--- config.mk ---
export PLATFORM = sky130hd
export DESIGN_NAME = io_mmap
export DESIGN_NICKNAME = d
export VERILOG_FILES = /design/src/rtl/io_pkg.sv /design/src/rtl/io_rx_fifo.sv /design/src/rtl/io_mmap.sv
export SDC_FILE = /design/constraint.sdc
export NUM_CORES = 1
export LEC_CHECK = 0
export ABC_AREA = 1
export CORE_ASPECT_RATIO = 1.2
export CORE_MARGIN = 5
export CORE_UTILIZATION = 25
export DETAILED_ROUTE_END_ITERATION = 12
export MAX_ROUTING_LAYER = met4
export SLEW_MARGIN = 5
export SYNTH_ARGS = -nofsm -noshare
export SYNTH_HDL_FRONTEND = slang
export SYNTH_HIERARCHICAL = 1
export SYNTH_SLANG_ARGS = --single-unit
--- constraint.sdc ---
create_clock -name clk -period 1.9 [get_ports clk]
set_input_delay 0.38 -clock clk [delete_from_list [all_inputs] [get_ports clk]]
set_output_delay 0.38 -clock clk [all_outputs]
set_load 0.03 [all_outputs]
--- src/rtl/io_pkg.sv ---
// Shared IO-space map: base nibble, register offsets and status bit layout.
// Pure definitions, no logic; also consumed by the memory-control decoder.
// No flow control here.
package io_pkg;

    localparam logic [3:0] IO_BASE_NIBBLE_DEF = 4'b1000;

    localparam logic [7:0] IO_OFF_STATUS  = 8'h00;
    localparam logic [7:0] IO_OFF_RX      = 8'h04;
    localparam logic [7:0] IO_OFF_TX      = 8'h08;
    localparam logic [7:0] IO_OFF_CYCLE   = 8'h10;
    localparam logic [7:0] IO_OFF_INSTR   = 8'h14;
    localparam logic [7:0] IO_OFF_CNT_RST = 8'h18;

    localparam int IO_STAT_TX_READY = 0;
    localparam int IO_STAT_RX_AVAIL = 1;

    typedef struct packed {
        logic [29:0] rsvd;
        logic        rx_avail;
        logic        tx_ready;
    } io_status_t;

    function automatic logic io_hit(input logic [31:0] adr, input logic [3:0] base);
        return adr[31:28] == base;
    endfunction

endpackage

--- src/rtl/io_rx_fifo.sv ---
// UART receive byte FIFO, DEPTH entries (power of 2), pointers wrap modulo depth.
// Latency: pushed byte visible at pop_dat the cycle after the push.
// Backpressure: push ignored when full, pop ignored when empty; push+pop both apply.
module io_rx_fifo #(
    parameter int DEPTH = 8
) (
    input  logic                       clk,
    input  logic                       rst,
    input  logic                       push,
    input  logic [7:0]                 push_dat,
    input  logic                       pop,
    output logic [7:0]                 pop_dat,
    output logic                       full,
    output logic                       empty,
    output logic [$clog2(DEPTH):0]     count
);

    localparam int AW = $clog2(DEPTH);
    localparam logic [AW:0] FULL_CNT = DEPTH[AW:0];

    logic [7:0]    mem [DEPTH];
    logic [AW-1:0] wr_ptr;
    logic [AW-1:0] rd_ptr;
    logic          do_push;
    logic          do_pop;

    assign full    = (count == FULL_CNT);
    assign empty   = (count == '0);
    assign do_push = push && !full;
    assign do_pop  = pop && !empty;
    assign pop_dat = mem[rd_ptr];

    always_ff @(posedge clk) begin
        if (do_push) begin
            mem[wr_ptr] <= push_dat;
        end
    end

    always_ff @(posedge clk) begin
        if (rst) begin
            wr_ptr <= '0;
            rd_ptr <= '0;
            count  <= '0;
        end else begin
            if (do_push) begin
                wr_ptr <= wr_ptr + 1'b1;
            end
            if (do_pop) begin
                rd_ptr <= rd_ptr + 1'b1;
            end
            case ({do_push, do_pop})
                2'b10:   count <= count + 1'b1;
                2'b01:   count <= count - 1'b1;
                default: count <= count;
            endcase
        end
    end

endmodule

--- src/rtl/io_mmap.sv ---
// Memory-mapped IO block: UART tx/rx registers plus cycle and retired-instruction counters.
// Latency: load data registered, valid the cycle after io_re; stores take effect next cycle.
// Backpressure: tx writes dropped while a byte is pending; rx held off when the buffer is full.
// Optional IO_RX_FIFO_EN: RX_FIFO_DEPTH-entry rx FIFO instead of a single holding byte.
module io_mmap
    import io_pkg::*;
#(
    parameter int         RX_FIFO_DEPTH  = 8,
    parameter logic [3:0] IO_BASE_NIBBLE = IO_BASE_NIBBLE_DEF
) (
    input  logic        clk,
    input  logic        rst,
    input  logic [31:0] io_adr,
    input  logic [31:0] io_wdata,
    input  logic [3:0]  io_wea,
    input  logic        io_re,
    input  logic        inst_commit,
    output logic [31:0] io_rdata,
    output logic [7:0]  uart_tx_data,
    output logic        uart_tx_valid,
    input  logic        uart_tx_ready,
    input  logic [7:0]  uart_rx_data,
    input  logic        uart_rx_valid,
    output logic        uart_rx_ready
);

    if (RX_FIFO_DEPTH < 2 || (RX_FIFO_DEPTH & (RX_FIFO_DEPTH - 1)) != 0) begin : g_bad_depth
        $error("io_mmap: RX_FIFO_DEPTH must be a power of 2 and at least 2");
    end

    logic        is_io;
    logic [7:0]  off;
    logic        io_wr;
    logic        io_rd;
    logic        tx_wr;
    logic        cnt_clr;
    logic        rx_rd;
    logic        rx_push;
    logic        rx_pop;
    logic        rx_full;
    logic        rx_avail;
    logic [7:0]  rx_dat;
    logic [31:0] cyc_cnt;
    logic [31:0] ins_cnt;
    logic [31:0] rd_mux;
    io_status_t  status;
    logic        unused_bits;

    assign is_io   = io_hit(io_adr, IO_BASE_NIBBLE);
    assign off     = io_adr[7:0];
    assign io_wr   = is_io && (|io_wea);
    assign io_rd   = is_io && io_re;
    assign tx_wr   = io_wr && (off == IO_OFF_TX);
    assign cnt_clr = io_wr && (off == IO_OFF_CNT_RST);
    assign rx_rd   = io_rd && (off == IO_OFF_RX);

    assign unused_bits = ^{io_adr[27:8], io_wdata[31:8]};

    // Ready depends on buffer state only, never on uart_rx_valid.
    assign uart_rx_ready = !rx_full;
    assign rx_push       = uart_rx_valid && uart_rx_ready;
    assign rx_pop        = rx_rd && rx_avail;

`ifdef IO_RX_FIFO_EN
    logic                           rx_empty;
    logic [7:0]                     rx_head;
    logic [$clog2(RX_FIFO_DEPTH):0] unused_rx_count;

    io_rx_fifo #(
        .DEPTH (RX_FIFO_DEPTH)
    ) u_rx_fifo (
        .clk      (clk),
        .rst      (rst),
        .push     (rx_push),
        .push_dat (uart_rx_data),
        .pop      (rx_pop),
        .pop_dat  (rx_head),
        .full     (rx_full),
        .empty    (rx_empty),
        .count    (unused_rx_count)
    );

    assign rx_avail = !rx_empty;
    assign rx_dat   = rx_head;
`else
    logic       rx_occ;
    logic [7:0] rx_hold;

    // Push needs an empty register and pop needs a full one, so they never coincide.
    always_ff @(posedge clk) begin
        if (rst) begin
            rx_occ  <= 1'b0;
            rx_hold <= 8'h00;
        end else if (rx_push) begin
            rx_occ  <= 1'b1;
            rx_hold <= uart_rx_data;
        end else if (rx_pop) begin
            rx_occ  <= 1'b0;
        end
    end

    assign rx_full  = rx_occ;
    assign rx_avail = rx_occ;
    assign rx_dat   = rx_hold;
`endif

    always_ff @(posedge clk) begin
        if (rst) begin
            uart_tx_valid <= 1'b0;
            uart_tx_data  <= 8'h00;
        end else if (uart_tx_valid) begin
            if (uart_tx_ready) begin
                uart_tx_valid <= 1'b0;
            end
        end else if (tx_wr) begin
            uart_tx_valid <= 1'b1;
            uart_tx_data  <= io_wdata[7:0];
        end
    end

    always_ff @(posedge clk) begin
        if (rst || cnt_clr) begin
            cyc_cnt <= 32'h0;
            ins_cnt <= 32'h0;
        end else begin
            cyc_cnt <= cyc_cnt + 32'd1;
            if (inst_commit) begin
                ins_cnt <= ins_cnt + 32'd1;
            end
        end
    end

    always_comb begin
        status          = '0;
        status.tx_ready = !uart_tx_valid;
        status.rx_avail = rx_avail;
    end

    always_comb begin
        rd_mux = 32'h0;
        if (is_io) begin
            case (off)
                IO_OFF_STATUS: rd_mux = status;
                IO_OFF_RX:     rd_mux = rx_avail ? {24'h0, rx_dat} : 32'h0;
                IO_OFF_CYCLE:  rd_mux = cyc_cnt;
                IO_OFF_INSTR:  rd_mux = ins_cnt;
                default:       rd_mux = 32'h0;
            endcase
        end
    end

    always_ff @(posedge clk) begin
        if (rst) begin
            io_rdata <= 32'h0;
        end else if (io_re) begin
            io_rdata <= rd_mux;
        end
    end

endmodule

==> results of run 1 <==
[per-stage QoR]
step | hold slack, ns | setup slack, ns | power, uW | instance area (sq um)
final | 0.4305 | 0.04699 | 6020 | 8090
after global routing | 0.4436 | 0.001492 | 6219 | 8090
after CTS | 0.4230 | 0.01560 | 6100 | 8078
after detailed placement | 0.4581 | -0.2851 | 2786 | 7475
after global placement | 0.4510 | -0.2156 | 2780 | 7475
after floorplan | 0.4297 | 0.5091 | 2632 | 6178
[what timing repair did]
action / 4_1_cts / 5_1_grt
endpoints found under the setup margin: 0 / 5
setup buffers: 0 / 0
endpoints found under the hold margin: 0 / 0
gates resized for setup: 0 / 5
hold buffers: 0 / 0
[report_power, final]
group          internal, uW  leakage, uW  switching, uW
Clock                  2150     0.000291           1140
Sequential             2420     0.000921           18.9
Combinational           142      0.00183            153
Total                  4700      0.00304           1320
[layer usage]
layer	GRT usage (%)	up-vias	wire length, um	share of wire [%]
met5	-	-	0	0
met2	19.30	160	7527	44
li1	-	3106	-	-
met1	15.62	2624	7921	47
met4	4.841	0	446	2.6
met3	3.605	35	1111	6.5
[cell usage after synthesis (2+ instances only)]
cell type / number
buf_12: 2
nor2_4: 4
buf_4: 4
and2_1: 2
buf_2: 5
buf_6: 7
xor2_1: 6
xnor2_1: 11
o21ai_1: 8
nand3_2: 2
nor2_2: 10
nand2_1: 291
nand3b_1: 11
inv_1: 77
nor3_2: 3
and3_1: 3
nand3_1: 51
a21oi_1: 36
nor2_8: 2
nand4_1: 15
nand2_2: 24
dfxtp_1: 114
a21oi_2: 26
nor3b_1: 3
or2_2: 4
o21ai_0: 15
clkbuf_1: 8
nor2_1: 130
ha_1: 2
nor3_1: 20
inv_2: 10
[flip-flops by register name, indices dropped and copies added (netlist names)]
| name | flops |
|---|---|
| cyc_cnt | 32 |
| ins_cnt | 32 |
| io_rdata | 32 |
| uart_tx_data | 8 |
| rx_dat | 8 |
| uart_tx_valid | 1 |
| rx_avail | 1 |
[how the worst max path moves through the flow]
stage                     slack [ns]          end  cells after the start        start
after global placement         -0.22  io_rdata[5]                      8    io_adr[4]
after CTS                       0.02  io_rdata[8]                      1  io_rdata[8]
after detailed placement       -0.29  io_rdata[4]                      8    io_adr[4]
after floorplan                 0.51  ins_cnt[22]                      8    io_adr[1]
after global routing           0.001  io_rdata[0]                      1  io_rdata[0]
final                           0.05  io_rdata[1]                      1  io_rdata[1]
[logic make-up (layout without fill, tap and decap cells)]
| group | after synthesis | after routing |
|---|---|---|
| AND/OR/NAND/NOR | 579 | 579 |
| adder cells (fa/ha/maj) | 2 | 2 |
| AO/OA/AOI/OAI | 90 | 90 |
| buffers and inverters | 115 | 229 |
| XOR/XNOR | 17 | 17 |
| flip-flops | 114 | 114 |
[layout make-up]
type                    count  share of cell area [%]
multi-input cells         688                   41.40
flip-flops and latches    114                   28.21
repair buffers            110                   13.83
clock buffers              21                   5.815
well taps                 325                   5.026
inverters                  88                   4.083
clock inverters            10                   1.639
==> results.txt, run 1 <==
Unique masters post-synth -> 42
Startpoint types -> flip-flop
Xor-xnor portion of the synthesized cell area -> 2.410%
Clock buffer count from CTS -> 17
Initial DRC Count -> 373
CP delay by family, top -> buffers and inverters
Initial Util -> 25.20%
Hold endpoint -> uart_tx_data[6]
Post-synth EDFFs -> 0
Largest net degree at the start of global routing -> 35
Mux contribution to synthesized area -> 0%
Setup violations, final -> 0
Die H -> 182.2 um
Root Buffer -> clkbuf_16
Global-route wire length before repair -> 27.88 mm
Worst r2r dst -> cyc_cnt[18]
Nets -> 1103
Buf/Inv on CP -> 1
Tmin final -> 1.853 ns
Cells on worst reg2reg path -> 10
Antenna cells -> 0
Fmax -> 539.7 MHz
Hold Vio Cnt, Final -> 0
LEAKAGE -> 0.003038 uW
Final Util -> 33.00%
YS warnings -> 6
FILL cells -> 2624
Status -> finished, final reports clean
Tcrit/Tclk final -> 97.53%
Clk_lat worst skew -> 0.42 ns
RePlAce Congestion -> 0.8887
Layout cells sized above 1 -> 14.74%
Final ANT Viol Nets -> 0
Number of global-route vias before repair -> 5574
Area share of the leading cell type in the synthesized netlist -> 36.94%
Ys async rst share -> 0%
GRT Residual Overflow -> 0
Worst EP required -> 1.52 ns
DR WL/cell -> 12.54 um
H-tree depth -> 4
WL final -> 17.01 mm
Hold Path Depth -> 5
Critical Path Fanout Max -> 2
GRT Overall Usage -> 12.55%
Syn Std Cell Area -> 0.006178 sq mm
Via/cell ratio -> 4.369
Worst Path Arrival -> 1.47 ns
Clk slew on worst S/H paths -> 0.05 ns
PD cells -> 744.1 mW/mm^2
Most used DFF post-synth -> dfxtp_1
Io pins -> 124
Critical Path Max Stage Delay -> 0.73 ns
CP Class -> flip-flop to output port
CP cell instances -> clkdlybuf4s50_1
CP max-delay cell -> clkdlybuf4s50_1
Port Buffer Count -> 79
CTS tree -> built
Sequential fraction of the synthesis area -> 36.94%
Largest family of logic cells by synthesized area -> simple AND/OR/NAND/NOR gates
Area leader, netlist -> dfxtp_1
Finished Layout Cells -> 1356
Min-Delay Path Class -> input pin to flip-flop
First-pass DRT Iterations -> 4
Core area -> 0.02451 sq mm
Fin Setup TNS -> 0 ns
Area occupied by multi-input gates -> 0.003349 sq mm
Initial antenna violation count -> 0
Worst Skew -> 0.007970 ns
Reg area -> 0.002282 sq mm
Top cells by area, synth -> dfxtp_1 (37%), nand2_1 (18%), nor2_1 (7.9%)
Die ar. -> 0.02797 sq mm
Leading cell type in the layout, fill and taps excluded -> nand2_1
Reg-to-reg slack, setup -> 0.25 ns
Post-Syn Area per Cell -> 6.738 sq um
Adder-Cell Fraction of Synth Area -> 0.4050%
Post-synthesis compound-gate area fraction -> 9.376%
Crit end category -> output port
Max-cap violations -> 0
Syn_nets -> 1001
Clock sink count -> 114
Cells after DPL -> 1325
Yosys reg bits -> 114
Area grow syn2layout -> 30.94%
RSZ-0062 raised after global routing -> false
DP HPWL -> 12.89 mm
Clk buf depth -> 2
Rel. slew slack -> 59.90%
Vias -> 5925
Die Wd -> 153.5 um
Maximum vdd drop -> 0.6514 mV
DRC -> 0
Simple-Gate Fraction of Synth Area -> 41.98%
Row cnt -> 63
Most frequent cells in the layout -> nand2_1 (291), nor2_1 (129), dfxtp_1 (114)
Slew at the pin closest to its max-slew limit -> 0.6016 ns
Fin. max-slew vios -> 0
Mapped Cells -> 917
Min-Delay Startpoint -> rst
R2r startpoint -> cyc_cnt[0]
(Power assumes the default switching activity.)
==> run 2: changes to the inputs <==
- CAP_MARGIN: unset -> 15
==> results of run 2 <==
The final DEF is identical to that of run 1; final timing and power are the same.
